File: src/rtl/spi_pkg.sv
// Shared definitions for the SPI master: register map, FSM encoding, divider width and reset default.
package spi_pkg;

  localparam int DIV_W = 8;

  localparam logic [1:0] ADDR_DATA = 2'd0;
  localparam logic [1:0] ADDR_DIV  = 2'd1;
  localparam logic [1:0] ADDR_CTRL = 2'd2;
  localparam logic [1:0] ADDR_RSVD = 2'd3;

  // Bit positions inside the control/status register.
  localparam int CTRL_BUSY   = 0;
  localparam int CTRL_SS     = 1;
  localparam int CTRL_DONE   = 2;
  localparam int CTRL_IRQ_EN = 3;

  localparam logic [DIV_W-1:0] DIV_RESET_DEF = 8'd7;

  typedef enum logic [1:0] {
    IDLE = 2'd0,
    LOW  = 2'd1,
    HIGH = 2'd2
  } state_t;

endpackage

File: src/rtl/spi_sck_gen.sv
// Half-period prescaler: while running, counts 0..div and pulses tick_o on the last count.
module spi_sck_gen
  import spi_pkg::*;
(
  input  logic             clk,
  input  logic             reset,
  input  logic             run_i,
  input  logic [DIV_W-1:0] div_i,
  output logic             tick_o
);

  logic [DIV_W-1:0] cnt_q, cnt_d;

  assign tick_o = run_i && (cnt_q == div_i);

  // Counter rests at zero while idle so the first half-period after a start is full length.
  always_comb begin
    cnt_d = cnt_q + 1'b1;
    if (!run_i || tick_o) begin
      cnt_d = '0;
    end
  end

  always_ff @(posedge clk or posedge reset) begin
    if (reset) begin
      cnt_q <= '0;
    end else begin
      cnt_q <= cnt_d;
    end
  end

endmodule

File: src/rtl/spi_master.sv
// SPI master, mode 0, MSB first, with a four-register bus interface.
// Define SPI_IRQ_EN to add the irq output and the irq_en control bit.
module spi_master
  import spi_pkg::*;
#(
  parameter logic [DIV_W-1:0] DIV_RESET = DIV_RESET_DEF
) (
  input  logic             clk,
  input  logic             reset,
  input  logic             we,
  input  logic             re,
  input  logic [1:0]       addr,
  input  logic [7:0]       wdata,
  output logic [7:0]       rdata,
  output logic             sck,
  output logic             mosi,
  input  logic             miso,
  output logic             ss_n
`ifdef SPI_IRQ_EN
  ,
  output logic             irq
`endif
);

  state_t           state_q, state_d;
  logic             sck_q, sck_d;
  logic             mosi_q, mosi_d;
  logic [7:0]       shift_q, shift_d;
  logic [2:0]       bit_q, bit_d;
  logic [7:0]       rx_q, rx_d;
  logic             done_q, done_d;
  logic [DIV_W-1:0] div_q, div_d;
  logic [DIV_W-1:0] div_lat_q, div_lat_d;
  logic             ss_q, ss_d;
  logic             irq_en_q;
  logic             busy;
  logic             tick;

  assign busy = (state_q != IDLE);

  spi_sck_gen u_sck_gen (
    .clk    (clk),
    .reset  (reset),
    .run_i  (busy),
    .div_i  (div_lat_q),
    .tick_o (tick)
  );

  always_comb begin
    state_d   = state_q;
    sck_d     = sck_q;
    mosi_d    = mosi_q;
    shift_d   = shift_q;
    bit_d     = bit_q;
    rx_d      = rx_q;
    done_d    = done_q;
    div_d     = div_q;
    div_lat_d = div_lat_q;
    ss_d      = ss_q;

    // Read-to-clear comes first so a completion in the same cycle overrides it.
    if (re && addr == ADDR_DATA) done_d = 1'b0;
    if (we && addr == ADDR_DIV)  div_d  = wdata;
    if (we && addr == ADDR_CTRL) ss_d   = wdata[CTRL_SS];

    unique case (state_q)
      IDLE: begin
        if (we && addr == ADDR_DATA) begin
          state_d   = LOW;
          div_lat_d = div_q;
          shift_d   = wdata;
          mosi_d    = wdata[7];
          bit_d     = '0;
          done_d    = 1'b0;
        end
      end
      LOW: begin
        if (tick) begin
          state_d = HIGH;
          sck_d   = 1'b1;
          shift_d = {shift_q[6:0], miso};
        end
      end
      HIGH: begin
        if (tick) begin
          sck_d = 1'b0;
          if (bit_q == 3'd7) begin
            state_d = IDLE;
            done_d  = 1'b1;
            rx_d    = shift_q;
          end else begin
            state_d = LOW;
            mosi_d  = shift_q[7];
            bit_d   = bit_q + 3'd1;
          end
        end
      end
      default: state_d = IDLE;
    endcase
  end

  always_ff @(posedge clk or posedge reset) begin
    if (reset) begin
      state_q   <= IDLE;
      sck_q     <= 1'b0;
      mosi_q    <= 1'b0;
      shift_q   <= '0;
      bit_q     <= '0;
      rx_q      <= '0;
      done_q    <= 1'b0;
      div_q     <= DIV_RESET;
      div_lat_q <= DIV_RESET;
      ss_q      <= 1'b0;
    end else begin
      state_q   <= state_d;
      sck_q     <= sck_d;
      mosi_q    <= mosi_d;
      shift_q   <= shift_d;
      bit_q     <= bit_d;
      rx_q      <= rx_d;
      done_q    <= done_d;
      div_q     <= div_d;
      div_lat_q <= div_lat_d;
      ss_q      <= ss_d;
    end
  end

`ifdef SPI_IRQ_EN
  logic irq_q;

  always_ff @(posedge clk or posedge reset) begin
    if (reset) begin
      irq_en_q <= 1'b0;
      irq_q    <= 1'b0;
    end else begin
      if (we && addr == ADDR_CTRL) irq_en_q <= wdata[CTRL_IRQ_EN];
      irq_q <= done_q & irq_en_q;
    end
  end

  assign irq = irq_q;
`else
  assign irq_en_q = 1'b0;
`endif

  always_comb begin
    rdata = '0;
    case (addr)
      ADDR_DATA: rdata = rx_q;
      ADDR_DIV:  rdata = div_q;
      ADDR_CTRL: begin
        rdata[CTRL_BUSY]   = busy;
        rdata[CTRL_SS]     = ss_q;
        rdata[CTRL_DONE]   = done_q;
        rdata[CTRL_IRQ_EN] = irq_en_q;
      end
      default:   rdata = '0;
    endcase
  end

  assign sck  = sck_q;
  assign mosi = mosi_q;
  assign ss_n = ~ss_q;

endmodule

File: config.mk
export PLATFORM = sky130hd
export DESIGN_NAME = spi_master
export DESIGN_NICKNAME = d
export VERILOG_FILES = /design/src/rtl/spi_pkg.sv /design/src/rtl/spi_sck_gen.sv /design/src/rtl/spi_master.sv
export SDC_FILE = /design/constraint.sdc
export NUM_CORES = 1
export LEC_CHECK = 0
export ABC_CLOCK_PERIOD_IN_PS = 2500
export CORE_UTILIZATION = 55
export CTS_CLUSTER_DIAMETER = 150
export CTS_CLUSTER_SIZE = 14
export DETAILED_ROUTE_END_ITERATION = 8
export PLACE_DENSITY_LB_ADDON = 0.2
export SLEW_MARGIN = 20
export SYNTH_ARGS = -nofsm -noshare
export SYNTH_HDL_FRONTEND = slang
export SYNTH_SLANG_ARGS = --single-unit
File: constraint.sdc
create_clock -name clk -period 2.5 [get_ports clk]
set_input_delay 0.375 -clock clk [delete_from_list [all_inputs] [get_ports clk]]
set_output_delay 0.375 -clock clk [all_outputs]
set_load 0.02 [all_outputs]
==> out/metrics.yaml, run 1 <==
run:
  cap_viol_max_count: 0
clocking:
  clk_latency_ns: 0.31
  cts_tree: "built"
  cts_sinks: 49
  htree_levels: 2
  numCtsBuffers: 5
  clk_pin_slew_ns: 0.09
  clockBufferDepth: 2
  cts_root_buf: "clkbuf_8"
  cts_hold_repair.buffers: 0
detailed_routing:
  routed_via_density: 6.10
  route.detailed.drc: 0
  vias: 1933
  routed_wl_mm: 5.44
  first_pass_iters: 4
  wl_per_cell_um: 17.2
  final_antenna_net_count: 0
  first_iter_violations: 95
finish:
  syn_to_final_growth_pct: 20.3
  diodes: 0
  final_nets: 284
  drive_gt1_share_pct: 18.7
outcome:
  outcome: "complete, no violations"
power_and_ir_drop:
  total_power_mw: 2.88
  pwr_density_cell_mw_per_mm2: 985
  ir_worst_vdd_mv: 0.492
  power.leakage_nw: 1.21
floorplanning:
  chipWidth_um: 68.5
  num_rows: 23
  fp.dieH_um: 68.5
  coreArea_mm2: 0.00412
  num_io_pins: 26
  start_util_pct: 59.1
  die_area_mm2: 0.00469
synth:
  synth_top_family_by_area: "simple AND/OR/NAND/NOR gates"
  yosysTopAreaCellShare_pct: 44.3
  synth.area.top_cells: "dfrtp_1 44%, mux2_2 8.3%, dfstp_2 6.5%"
  avgSynthCellArea_um2: 10.4
  synth-simple-area-share_pct: 20.1
  syn_area_mm2: 0.00243
  yosysUniqueCellTypes: 30
  syn_inst: 233
  mappedNetlistNets: 251
  synth_adder_area_share_pct: 1.54
  synthMuxAreaShare_pct: 12.0
  synth_top_flop_cell: "dfrtp_1"
  yosys.area_share.xor_xnor_pct: 5.04
  synth-seq-cells: 49
  synth_top_cell_by_area: "dfrtp_1"
  synth_commonest_cells: "43 x dfrtp_1, 30 x nand2_1, 26 x nor2_1"
  yosys_warnings: 0
  synth_compound_area_share_pct: 8.03
  async_flop_share_pct: 100
  synth-edff-count: 0
  yosysMostFrequentCell: "dfrtp_1"
  yosysSeqAreaShare_pct: 50.7
timing:
  maxSlewViolCount: 0
  worstMarginPinSlew_ns: 0.481
  rsz0062_at_grt: "no"
  finalHoldViolations: 0
  max_freq_mhz: 418
  relSlewSlack_pct: 67.9
  fin_skew_ns: 0.00901
  setup_tns_ns: 0
  worst_hold_slack_ns: 0.352
  period_share_pct: 95.6
  setup_violations: 0
  period_needed_ns: 2.39
critical_path:
  cp.required_ns: 2.12
  crit_fanout: 10
  worst_ep_arrival_time_ns: 2.01
  worstSetupPathType: "in2out"
  cp-start-kind: "primary input"
  critPathLaunch: "addr[0]"
  worstSetupEndpointType: "primary output"
  r2r_start: "div_lat_q[0]"
global_route:
  grt_busiest_layer: "met2"
  grt_antenna_before_repair: 0
  grt_overflow: 0
  grt_pass1_wl_mm: 9.09
  met2_usage_pct: 43.9
  grtUsageTotal_pct: 27.4
  grt_pass1_vias: 1884
  use_met3_pct: 6.00
  met1_usage_pct: 36.6
  grt_max_degree: 21
place:
  port-buffer-count: 25
  post-dp-hpwl_mm: 3.86
  gp_congestion: 0.844
worst_hold_path:
  hold_class: "in2async"
## routing by layer
layer | share of wire [%] | wire [um] | vias to the layer above
li1 | - | - | 896
met2 | 49 | 2670 | 49
met3 | 4.7 | 255 | 8
met4 | 1.3 | 73 | 0
met5 | 0 | 0 | -
met1 | 45 | 2450 | 980
## worst max-delay path, cell delays in order
cell	delay, ns
clkdlybuf4s50_1	0.49
buf_4	0.22
mux2i_1	0.09
o21ai_0	0.19
clkdlybuf4s50_1	0.64
## final cells by class
class	count	area [um2]
multi-input cells	169	1140
fillers	324	1190
flip-flops and latches	49	1230
clock buffers	5	68.8
clock inverters	3	65.1
inverters	4	15.0
repair buffers	37	340
well taps	50	62.6
## cells by family after synthesis
kind of cell	after synthesis
buffers and inverters	15
xor gates and xnor gates	14
DFF	49
muxes	27
AOI/OAI and AO/OA	28
adders and majority gates	3
and+or+nand+nor	97
## metrics by stage
step                      cells  worst slack, ns  area (um2)  utilization, %
after floorplan             233            0.638        2430               -
after global placement      309           0.0727        2790            67.8
after detailed placement    309           0.0539        2790            67.8
after CTS                   317           0.0340        2920            71.0
after global routing        317           0.0338        2930            71.1
final                       317            0.110        2930            71.1
## report_power, final
| part | leakage, nW | switching (mW) | internal, mW |
|---|---|---|---|
| combinational | 0.577 | 0.570 | 0.410 |
| clock | 0.0681 | 0.268 | 0.397 |
| sequential | 0.566 | 0.198 | 1.04 |
| total | 1.21 | 1.04 | 1.85 |
## final timing paths
path / depth (start not counted) / to / slack (ns)
min in group clk: 2 / div_lat_q[2] / 0.47
min reg2reg: 2 / div_lat_q[2] / 0.47
min: 2 / shift_q[0] / 0.35
max: 5 / rdata[0] / 0.11
max in group asynchronous: 3 / div_q[0] / 1.51
max reg2reg: 5 / shift_q[2] / 0.39
## sequential cells by signal, summed over array words and instances (netlist names)
signal / flops
div_lat_q: 8
div_q: 8
rx_q: 8
shift_q: 8
u_sck_gen.cnt_q: 8
bit_q: 3
state_q: 2
done_q: 1
mosi: 1
sck: 1
ss_q: 1
## placed cells by master (no fill, tap or decap), types with 2 or more instances in the layout
| master | count |
|---|---|
| dfrtp_1 | 43 |
| nand2_1 | 30 |
| nor2_1 | 26 |
| clkdlybuf4s50_1 | 25 |
| mux2_2 | 18 |
| buf_4 | 12 |
| xnor2_1 | 9 |
| mux2i_1 | 9 |
| nand3_1 | 8 |
| o211ai_1 | 8 |
| o21ai_0 | 8 |
| nor4_1 | 8 |
| a211oi_1 | 8 |
| nor3_1 | 7 |
| dfstp_2 | 6 |
| xor2_1 | 5 |
| clkbuf_8 | 5 |
| nand3b_1 | 4 |
| and3_1 | 3 |
| inv_1 | 3 |
| o2111ai_1 | 3 |
| ha_1 | 3 |
| nand4_2 | 2 |
| and4_1 | 2 |
| bufinv_16 | 2 |
## what timing repair did
| action | 4_1_cts | 5_1_grt |
|---|---|---|
| resized for setup | 0 | 1 |
| buffers inserted | 0 | 0 |
| setup endpoints to repair | 0 | 1 |
No activity file was read; power rests on OpenSTA's default activity.
==> run 2, diff against run 1 <==
SLEW_MARGIN = not set   (was 20)
==> results of run 2 <==
Final layout, timing and power as in run 1 (identical DEF).
==> run 3, diff against run 2 <==
RECOVER_POWER = 25   (was not set)
==> run 3 against run 2 <==
Net effect: power about the same; combinational power about the same; global-route usage unchanged; sequential share of layout area up 0.054 points; critical path type unchanged; highest routed layer unchanged.
==> out/metrics.yaml, run 3 (synthesis gave the netlist of run 1 again) <==
outcome:
  outcome: "complete, no violations"  # unchanged
place:
  post-dp-hpwl_mm: 3.86  # unchanged
  placed_cells: 309  # unchanged
  dp_worst_setup_slack_ns: 0.0539  # unchanged
  gp_congestion: 0.844  # unchanged
  port-buffer-count: 25  # unchanged
critical_path:
  cp-start-kind: "primary input"  # unchanged
  worstSetupPathType: "in2out"  # unchanged
  worst_ep_arrival_time_ns: 2.01  # about the same
  reg2reg_slack_ns: 0.39  # about the same
  worstSetupEndpointType: "primary output"  # unchanged
  cp.required_ns: 2.12  # about the same
  crit_fanout: 10  # unchanged
power_and_ir_drop:
  power.leakage_nw: 1.21  # about the same
  total_power_mw: 2.88  # about the same
  ir_worst_vdd_mv: 0.492  # about the same
  pwr_density_cell_mw_per_mm2: 986  # was 985 mW/mm2
global_route:
  grt_overflow: 0  # unchanged
  grt_pass1_wl_mm: 9.09  # unchanged
  grt_antenna_before_repair: 0  # unchanged
  use_met3_pct: 6.00  # unchanged
  grt_busiest_layer: "met2"  # unchanged
  grtUsageTotal_pct: 27.4  # unchanged
  grt_max_degree: 21  # unchanged
  grt_pass1_vias: 1884  # unchanged
  met1_usage_pct: 36.6  # unchanged
  met2_usage_pct: 43.9  # unchanged
finish:
  syn_to_final_growth_pct: 20.2  # was 20.3%
  final_nets: 284  # unchanged
  final_common_cell: "dfrtp_1"  # unchanged
  drive_gt1_share_pct: 18.0  # was 18.7%
  final_cell_mix: "43 x dfrtp_1, 30 x nand2_1, 26 x nor2_1"  # unchanged
  fin_cells: 317  # unchanged
  diodes: 0  # unchanged
floorplanning:
  start_util_pct: 59.1  # unchanged
  num_rows: 23  # unchanged
  num_io_pins: 26  # unchanged
  coreArea_mm2: 0.00412  # unchanged
  chipWidth_um: 68.5  # unchanged
  fp.dieH_um: 68.5  # unchanged
  die_area_mm2: 0.00469  # unchanged
detailed_routing:
  route.detailed.drc: 0  # unchanged
  vias: 1932  # was 1933
  routed_via_density: 6.09  # was 6.10
  first_iter_violations: 96  # was 95
  final_antenna_net_count: 0  # unchanged
  routed_wl_mm: 5.44  # about the same
  first_pass_iters: 4  # unchanged
  wl_per_cell_um: 17.2  # about the same
timing:
  setup_slack_ns: 0.110  # unchanged
  relSlewSlack_pct: 46.1  # was 67.9%
  finalHoldViolations: 0  # unchanged
  fin_skew_ns: 0.00908  # was 0.00901 ns
  setup_violations: 0  # unchanged
  rsz0062_at_grt: "no"  # unchanged
  setup_tns_ns: 0  # unchanged
  maxSlewViolCount: 0  # unchanged
  worstMarginPinSlew_ns: 0.809  # was 0.481 ns
  period_needed_ns: 2.39  # unchanged
  period_share_pct: 95.6  # unchanged
  max_freq_mhz: 418  # unchanged
clocking:
  cts_tree: "built"  # unchanged
  htree_levels: 2  # unchanged
  numCtsBuffers: 5  # unchanged
  clk_latency_ns: 0.31  # about the same
  cts_root_buf: "clkbuf_8"  # unchanged
  cts_sinks: 49  # unchanged
  cts_hold_repair.buffers: 0  # unchanged
  clockBufferDepth: 2  # unchanged
  clk_pin_slew_ns: 0.08  # was 0.09 ns
worst_hold_path:
  hold_class: "reg2reg"  # was in2async
run:
  cap_viol_max_count: 0  # unchanged
## run 3: changes by cell type in the layout (fill, tap and decap cells not counted), sizes merged
cell and change:
dlygate4sd3 +1, clkdlybuf4s50 -1, clkbuf +1, buf -1
## run 3: per-stage QoR
| stage | util, % | hold slack [ns] | instance area, um2 |
|---|---|---|---|
| after floorplan | - | 0.440 | 2430 |
| after global placement | 67.8 | 0.452 | 2790 |
| after detailed placement | 67.8 | 0.459 | 2790 |
| after CTS | 71.0 | 0.358 | 2920 |
| after global routing | 71.0 | 0.506 | 2920 |
| final | 71.0 | 0.469 | 2920 |
## run 3: area by class of cell
class	instances	area, um2
Clock buffer	5	68.8
Clock inverter	3	65.1
Fill cell	324	1190
Inverter	4	15.0
Multi-Input combinational cell	169	1140
Sequential cell	49	1230
Tap cell	50	62.6
Timing Repair Buffer	37	337
## run 3: layer usage
metal | wire length, um | share of wire, % | vias up
li1 | - | - | 896
met1 | 2450 | 45 | 979
met2 | 2670 | 49 | 49
met3 | 255 | 4.7 | 8
met4 | 73 | 1.3 | 0
met5 | 0 | 0 | -
## run 3: report_power, final
group,switching [mW],total [mW],internal [mW],leakage (nW)
sequential,0.198,1.24,1.04,0.566
combinational,0.570,0.979,0.409,0.575
clock,0.268,0.665,0.397,0.0681
## run 3: worst paths after layout
check,from,endpoint,cells past startpoint
worst max-delay path,addr[0],rdata[0],5
worst min-delay path,div_lat_q[2],div_lat_q[2],2
worst max register to register,div_lat_q[0],shift_q[2],5
worst min register to register,div_lat_q[2],div_lat_q[2],2
max in group asynchronous,reset,u_sck_gen.cnt_q[1],3
min in group asynchronous,reset,shift_q[0],2
## run 3: timing repair
item	in CTS	in global routing
endpoints found under the setup margin	0	1
gates resized for setup	0	1
buffers inserted	0	0
## run 3: worst max-delay path, stage by stage
cell	delay (ns)
clkdlybuf4s50_1	0.49
buf_4	0.22
mux2i_1	0.09
o21ai_0	0.19
clkdlybuf4s50_1	0.64
